`src/rtl/m2_block_scheduler_if.sv`:
```
// Handshake and address bundle between the IDCT block scheduler and its
// four sub-units: fetch S' (FS), compute T (CT), compute S (CS), write S (WS).
interface m2_block_scheduler_if;
  // Single-cycle start pulses from the scheduler
  logic       start_FS;
  logic       start_CT;
  logic       start_CS;
  logic       start_WS;
  // Single-cycle completion pulses from the sub-units
  logic       done_FS;
  logic       done_CT;
  logic       done_CS;
  logic       done_WS;
  // Block address of the fetch and write streams
  logic [1:0] fs_seg;
  logic [4:0] fs_row;
  logic [5:0] fs_col;
  logic [1:0] ws_seg;
  logic [4:0] ws_row;
  logic [5:0] ws_col;
  // Shared multiplier owner: 0 = CT, 1 = CS
  logic       mult_sel;

  modport master (
    output start_FS, start_CT, start_CS, start_WS,
    output fs_seg, fs_row, fs_col, ws_seg, ws_row, ws_col, mult_sel,
    input  done_FS, done_CT, done_CS, done_WS
  );

  modport slave (
    input  start_FS, start_CT, start_CS, start_WS,
    input  fs_seg, fs_row, fs_col, ws_seg, ws_row, ws_col, mult_sel,
    output done_FS, done_CT, done_CS, done_WS
  );
endinterface

```
`src/rtl/m2_block_scheduler.sv`:
```
// Top-level IDCT sequencer. Walks every 8x8 block of the Y, U and V segments
// and overlaps sub-unit work: CS of block n runs with FS of block n+1, then
// CT of block n+1 runs with WS of block n. Each phase is a GO cycle that
// pulses the starts, followed by a WAIT that collects the matching dones.
module m2_block_scheduler #(
  parameter int Y_COLS  = 40,
  parameter int UV_COLS = 20,
  parameter int ROWS    = 30
) (
  input  logic                   CLOCK_50,
  input  logic                   Resetn,
  input  logic                   Start,
  m2_block_scheduler_if.master   su,
  output logic                   busy,
  output logic                   Done
);

  typedef enum logic [3:0] {
    S_IDLE,
    S_LI_FS_GO, S_LI_FS_WAIT,
    S_LI_CT_GO, S_LI_CT_WAIT,
    S_MA_GO,    S_MA_WAIT,
    S_MB_GO,    S_MB_WAIT,
    S_LO_GO,    S_LO_WAIT,
    S_DONE
  } state_t;

  typedef struct packed {
    logic [1:0] seg;
    logic [4:0] row;
    logic [5:0] col;
  } blk_t;

  // Unit bit positions in start/need/flag vectors: {WS, CS, CT, FS}
  localparam logic [3:0] M_FS = 4'b0001;
  localparam logic [3:0] M_CT = 4'b0010;
  localparam logic [3:0] M_CS = 4'b0100;
  localparam logic [3:0] M_WS = 4'b1000;

  localparam logic [5:0] Y_CMAX  = 6'(Y_COLS - 1);
  localparam logic [5:0] UV_CMAX = 6'(UV_COLS - 1);
  localparam logic [4:0] R_MAX   = 5'(ROWS - 1);

  // Raster order: column first, then row, then segment (Y=0, U=1, V=2)
  function automatic blk_t next_blk(input blk_t b);
    blk_t n;
    n = b;
    if (b.col == ((b.seg == 2'd0) ? Y_CMAX : UV_CMAX)) begin
      n.col = '0;
      if (b.row == R_MAX) begin
        n.row = '0;
        n.seg = b.seg + 2'd1;
      end else begin
        n.row = b.row + 5'd1;
      end
    end else begin
      n.col = b.col + 6'd1;
    end
    return n;
  endfunction

  function automatic logic is_last(input blk_t b);
    return (b.seg == 2'd2) && (b.row == R_MAX) && (b.col == UV_CMAX);
  endfunction

  state_t     r_state;
  logic [3:0] r_start;     // start pulses, one bit per unit
  logic [3:0] r_need;      // units started in the current phase
  logic [3:0] r_flag;      // units of the current phase that have finished
  blk_t       r_fs;
  blk_t       r_ws;
  logic       r_last;      // final block has been fetched
  logic       r_mult_sel;
  logic       r_busy;
  logic       r_done;

  logic [3:0] w_done;
  logic       w_wait;
  logic [3:0] w_accept;
  logic       w_phase_done;

  assign w_done = {su.done_WS, su.done_CS, su.done_CT, su.done_FS};
  assign w_wait = (r_state == S_LI_FS_WAIT) || (r_state == S_LI_CT_WAIT) ||
                  (r_state == S_MA_WAIT)    || (r_state == S_MB_WAIT)    ||
                  (r_state == S_LO_WAIT);
  // Only the first done of a unit started in this phase is taken
  assign w_accept     = w_done & r_need & ~r_flag & {4{w_wait}};
  assign w_phase_done = &(r_flag | ~r_need);

  assign su.start_FS = r_start[0];
  assign su.start_CT = r_start[1];
  assign su.start_CS = r_start[2];
  assign su.start_WS = r_start[3];
  assign su.fs_seg   = r_fs.seg;
  assign su.fs_row   = r_fs.row;
  assign su.fs_col   = r_fs.col;
  assign su.ws_seg   = r_ws.seg;
  assign su.ws_row   = r_ws.row;
  assign su.ws_col   = r_ws.col;
  assign su.mult_sel = r_mult_sel;
  assign busy        = r_busy;
  assign Done        = r_done;

  // Phase sequencer: state, done collection, block counters and outputs
  // NOTE: non-blocking assignments so every register samples pre-edge values.
  always_ff @(posedge CLOCK_50 or negedge Resetn) begin
    if (!Resetn) begin
      r_state    <= S_IDLE;
      r_start    <= '0;
      r_need     <= '0;
      r_flag     <= '0;
      r_fs       <= '0;
      r_ws       <= '0;
      r_last     <= 1'b0;
      r_mult_sel <= 1'b0;
      r_busy     <= 1'b0;
      r_done     <= 1'b0;
    end else begin
      // NOTE: defaults first so pulses drop after one cycle unless re-armed.
      r_start <= '0;
      r_done  <= 1'b0;
      r_flag  <= r_flag | w_accept;

      if (w_accept[0]) begin
        if (is_last(r_fs)) r_last <= 1'b1;
        else               r_fs   <= next_blk(r_fs);
      end
      if (w_accept[3] && !is_last(r_ws)) r_ws <= next_blk(r_ws);

      case (r_state)
        S_IDLE: begin
          if (Start) begin
            r_fs    <= '0;
            r_ws    <= '0;
            r_last  <= 1'b0;
            r_busy  <= 1'b1;
            r_start <= M_FS;
            r_need  <= M_FS;
            r_flag  <= '0;
            r_state <= S_LI_FS_GO;
          end
        end
        S_LI_FS_GO: r_state <= S_LI_FS_WAIT;
        S_LI_FS_WAIT: begin
          if (w_phase_done) begin
            r_start    <= M_CT;
            r_need     <= M_CT;
            r_flag     <= '0;
            r_mult_sel <= 1'b0;
            r_state    <= S_LI_CT_GO;
          end
        end
        S_LI_CT_GO: r_state <= S_LI_CT_WAIT;
        S_LI_CT_WAIT, S_MB_WAIT: begin
          if (w_phase_done) begin
            r_start    <= r_last ? M_CS : (M_CS | M_FS);
            r_need     <= r_last ? M_CS : (M_CS | M_FS);
            r_flag     <= '0;
            r_mult_sel <= 1'b1;
            r_state    <= S_MA_GO;
          end
        end
        S_MA_GO: r_state <= S_MA_WAIT;
        S_MA_WAIT: begin
          if (w_phase_done) begin
            r_flag <= '0;
            if (!r_need[0]) begin
              // CS-only phase: final write-out, multiplier owner unchanged
              r_start <= M_WS;
              r_need  <= M_WS;
              r_state <= S_LO_GO;
            end else begin
              r_start    <= M_CT | M_WS;
              r_need     <= M_CT | M_WS;
              r_mult_sel <= 1'b0;
              r_state    <= S_MB_GO;
            end
          end
        end
        S_MB_GO: r_state <= S_MB_WAIT;
        S_LO_GO: r_state <= S_LO_WAIT;
        S_LO_WAIT: begin
          if (w_phase_done) begin
            r_done  <= 1'b1;
            r_state <= S_DONE;
          end
        end
        S_DONE: begin
          r_busy  <= 1'b0;
          r_state <= S_IDLE;
        end
        default: r_state <= S_IDLE;
      endcase
    end
  end

endmodule

```
`src/flat_wrapper.sv`:
```
// flat-port wrapper written by rule: the top's interface ports become plain ports
module m2_block_scheduler_flat 
#(
  parameter int Y_COLS  = 40,
  parameter int UV_COLS = 20,
  parameter int ROWS    = 30
)
  (CLOCK_50, Resetn, Start, busy, Done, su_start_FS, su_start_CT, su_start_CS, su_start_WS, su_fs_seg, su_fs_row, su_fs_col, su_ws_seg, su_ws_row, su_ws_col, su_mult_sel, su_done_FS, su_done_CT, su_done_CS, su_done_WS);
  m2_block_scheduler_if su_i ();
  input  logic CLOCK_50;
  input  logic Resetn;
  input  logic Start;
  output logic busy;
  output logic Done;
  output wire logic [$bits(su_i.start_FS)-1:0] su_start_FS;
  output wire logic [$bits(su_i.start_CT)-1:0] su_start_CT;
  output wire logic [$bits(su_i.start_CS)-1:0] su_start_CS;
  output wire logic [$bits(su_i.start_WS)-1:0] su_start_WS;
  output wire logic [$bits(su_i.fs_seg)-1:0] su_fs_seg;
  output wire logic [$bits(su_i.fs_row)-1:0] su_fs_row;
  output wire logic [$bits(su_i.fs_col)-1:0] su_fs_col;
  output wire logic [$bits(su_i.ws_seg)-1:0] su_ws_seg;
  output wire logic [$bits(su_i.ws_row)-1:0] su_ws_row;
  output wire logic [$bits(su_i.ws_col)-1:0] su_ws_col;
  output wire logic [$bits(su_i.mult_sel)-1:0] su_mult_sel;
  input wire logic [$bits(su_i.done_FS)-1:0] su_done_FS;
  input wire logic [$bits(su_i.done_CT)-1:0] su_done_CT;
  input wire logic [$bits(su_i.done_CS)-1:0] su_done_CS;
  input wire logic [$bits(su_i.done_WS)-1:0] su_done_WS;
  assign su_start_FS = su_i.start_FS;
  assign su_start_CT = su_i.start_CT;
  assign su_start_CS = su_i.start_CS;
  assign su_start_WS = su_i.start_WS;
  assign su_fs_seg = su_i.fs_seg;
  assign su_fs_row = su_i.fs_row;
  assign su_fs_col = su_i.fs_col;
  assign su_ws_seg = su_i.ws_seg;
  assign su_ws_row = su_i.ws_row;
  assign su_ws_col = su_i.ws_col;
  assign su_mult_sel = su_i.mult_sel;
  assign su_i.done_FS = su_done_FS;
  assign su_i.done_CT = su_done_CT;
  assign su_i.done_CS = su_done_CS;
  assign su_i.done_WS = su_done_WS;
  m2_block_scheduler #(.Y_COLS(Y_COLS), .UV_COLS(UV_COLS), .ROWS(ROWS)) u_core (.CLOCK_50(CLOCK_50), .Resetn(Resetn), .Start(Start), .su(su_i), .busy(busy), .Done(Done));
endmodule
```
`config.mk`:
```
export PLATFORM = sky130hd
export DESIGN_NAME = m2_block_scheduler_flat
export DESIGN_NICKNAME = d
export VERILOG_FILES = /design/src/rtl/m2_block_scheduler_if.sv /design/src/rtl/m2_block_scheduler.sv /design/src/flat_wrapper.sv
export SDC_FILE = /design/constraint.sdc
export NUM_CORES = 1
export LEC_CHECK = 0
export CORE_MARGIN = 10
export CORE_UTILIZATION = 48
export CTS_CLUSTER_SIZE = 10
export DETAILED_ROUTE_END_ITERATION = 8
export GPL_ROUTABILITY_DRIVEN = 0
export PLACE_DENSITY = 0.76
export SYNTH_ARGS = -nofsm -noshare
export SYNTH_HDL_FRONTEND = slang
export SYNTH_SLANG_ARGS = --single-unit
```
`constraint.sdc`:
```
create_clock -name CLOCK_50 -period 2.4 [get_ports CLOCK_50]
set_clock_uncertainty 0.2 [all_clocks]
set_input_delay 0.6 -clock CLOCK_50 [delete_from_list [all_inputs] [get_ports CLOCK_50]]
set_output_delay 0.6 -clock CLOCK_50 [all_outputs]
set_load 0.1 [all_outputs]
```
==> impl_metrics.ini <==
[timing]
period_needed_ns = 2.356
setup_ws_ns = 0.04434
hold_viol = 0
slew_headroom_pct = 65.49
drv_slew = 0
setup_viol = 0
tns_ns = 0
worst_slew_pin_slew_ns = 0.5129
holdWs_ns = 0.06172
grt_setup_unrepaired = true
post-route-period-util_pct = 98.15
fmax_mhz = 424.5

[yosys]
yosysWarnings = 0
synth_top_area_share_pct = 46.54
synth.distinct_cells = 49
synth-edff-count = 0
syn-mean-instance-area_um2 = 9.777
synthCells = 253
synth_top_area_cell = dfrtp_1
yosys_most_used_dff = dfrtp_1
synthTopCellsByArea = dfrtp_1 47%, ha_1 5.1%, nor2_1 3.2%
async_reset_ff_share_pct = 100.0
ys_seq_area_share_pct = 46.54
netlist_area_mm2 = 0.002474
yosys_register_bits = 46
syn_nets = 270

[detailed_routing]
route.detailed.drc = 0
wl_per_cell_um = 15.06
viasPerCell = 5.526
ant_nets = 0
firstDrtPassIters = 5
vias = 2089
wirelength_mm = 5.692
drt_iter0_drc = 108

[placement]
dp_hpwl_mm = 4.223
placed_cell_area_mm2 = 0.003107
place_ws_ns = -0.07653
placement.io_buffers = 39

[setup_path]
path_buf_inv = 1
critPathMaxFanout = 8
crit_type = reg -> reg
slowest_delay_ns = 0.49
critical_path.cell_chain = inv_2 -> ha_4 -> or4b_4 -> a21boi_4 -> nand3_4 -> or4_4 -> a21oi_2
critPathLaunchType = flop
cp-end-kind = flop
worst_path_max_delay_cell = or4b_4
cp_top_family = simple AND/OR/NAND/NOR gates
critical_path_required_ns = 2.43
rrSetupSlack_ns = 0.04
arrival_ns = 2.39

[layout]
nNetsFinal = 324
area_delta_synth_final_pct = 31.01
drive_above_1_share_pct = 34.09
antenna_cells = 0
multi_input_area_mm2 = 0.001271
final-seq-area_mm2 = 0.001192
nFillCells = 411
finish.instance_area_mm2 = 0.003241

[floorplanning]
dieArea_mm2 = 0.008424
die_height_um = 91.79
io_pins = 40
rows = 26
die_w_um = 91.79
start_util_pct = 49.06
coreArea_mm2 = 0.005042

[power_and_ir_drop]
peakVddDrop_mv = 0.6672
leakage_nw = 1.386
p_per_area_mw_per_mm2 = 1039

[clock_network]
clock_path_buffers = 2
cts.htree.levels = 2
cts_hold_buffers = 0
tritoncts = built
path_clk_slew_ns = 0.09
numCtsBuffers = 5
cts-root-buf = clkbuf_8
clock_latency_ns = 0.30
clock_sinks = 46

[global_routing]
grt_max_degree = 47
grt_pass1_vias = 2005
grt_remaining_overflow = 0
antenna_found_initial = 0
grt_usage_pct = 13.37
grt_pass1_wl_mm = 9.522

[min_path]
hold_path_class = in -> async

[job]
drv_cap = 0

[status]
status = complete, no violations
-- flip-flops by register name, summed over array words and instances (netlist names) --
name	count
u_core.busy	1
u_core.su.ws_seg	2
u_core.su.ws_col	6
u_core.r_state	4
u_core.su.fs_col	6
u_core.su.fs_seg	2
u_core.r_flag	4
u_core.r_last	1
u_core.Done	1
u_core.r_need	4
u_core.su.fs_row	5
u_core.su.mult_sel	1
u_core.r_start	4
u_core.su.ws_row	5
-- what timing repair did --
| action | 4_1_cts | 5_1_grt |
|---|---|---|
| buffers inserted | 0 | 1 |
| setup endpoints to repair | 0 | 1 |
| resized for setup | 0 | 3 |
-- worst reg2reg max path, cell delays in order (launching register included) --
cell and delay, ns:
dfrtp_4 0.45, inv_2 0.05, ha_4 0.15, or4b_4 0.49, a21boi_4 0.25, nand3_4 0.14
or4_4 0.44, a21oi_2 0.12
-- report_power, final --
group	internal (mW)	leakage, nW	switching, mW
combinational	0.494	0.761	1.16
sequential	0.953	0.574	0.191
clock	0.310	0.0504	0.265
total	1.76	1.39	1.61
-- per-stage QoR --
step                power, mW  utilization [%]  instances
floorplan               2.360                -        253
global placement        2.780            61.61        369
detailed placement      2.804            61.61        369
CTS                     3.386            63.87        377
global route            3.574            64.27        378
finish                  3.368            64.27        378
-- synthesized netlist by cell type (2+ instances only) --
cell / count
a21boi_4: 2
a21o_1: 2
a21oi_1: 15
a311oi_1: 2
a31oi_1: 9
and2_1: 3
and2b_2: 3
and3_1: 3
and4_1: 3
buf_2: 2
clkbuf_1: 7
dfrtp_1: 46
ha_1: 10
inv_1: 14
mux2i_1: 3
nand2_1: 16
nand2b_1: 6
nand3_1: 13
nand4_1: 2
nand4b_1: 2
nor2_1: 21
nor2b_1: 3
nor3_1: 3
nor3b_1: 3
o211ai_1: 5
o21ai_0: 14
o22ai_1: 2
o31ai_1: 5
or2_2: 3
or3_1: 10
or4b_4: 2
xnor2_1: 2
-- layer usage --
layer / global-route usage, % / vias to the layer above / routed length [um]
met2: 22.57 / 52 / 2869
met4: 3.470 / 0 / 44
met3: 3.912 / 4 / 272
met1: 16.33 / 996 / 2505
met5: 0 / - / 0
li1: - / 1037 / -
-- layout make-up --
| type | count | share of cell area (%) |
|---|---|---|
| multi-input cells | 184 | 39.23 |
| inverters | 14 | 1.776 |
| clock buffers | 5 | 2.124 |
| flip-flops and latches | 46 | 36.80 |
| clock inverters | 3 | 1.390 |
| well taps | 70 | 2.703 |
| repair buffers | 56 | 15.98 |
-- cell families (layout without fill, tap and decap cells) --
logic type	count (synthesis)	count (layout)	share of synthesized area, %
xor gates and xnor gates	2	2	0.7083
and+or+nand+nor	104	104	24.33
AOI/OAI and AO/OA	65	65	18.56
muxes	3	3	1.214
buffers and inverters	23	78	3.591
DFF	46	46	46.53
adders and majority gates	10	10	5.058
-- final timing paths --
check | start | to | depth (start not counted)
setup / recovery | u_core.su.ws_seg[1] | u_core.su.ws_row[4] | 7
hold / removal | Resetn | u_core.su.fs_row[4] | 2
setup reg to reg | u_core.su.ws_seg[1] | u_core.su.ws_row[4] | 7
hold reg to reg | u_core.r_flag[1] | u_core.r_flag[1] | 2
max in group asynchronous | Resetn | u_core.su.ws_seg[0] | 2
min in group CLOCK_50 | u_core.r_flag[1] | u_core.r_flag[1] | 2
-- cells in the final DEF (no fill, tap or decap), types with 10 or more instances in the layout --
master    n
buf_4    43
dfrtp_1  23
nor2_1   21
dfrtp_2  18
nand2_1  16
o21ai_0  14
a21oi_1  14
nand3_1  13
inv_1    10
or3_1    10
(Power assumes the default switching activity.)
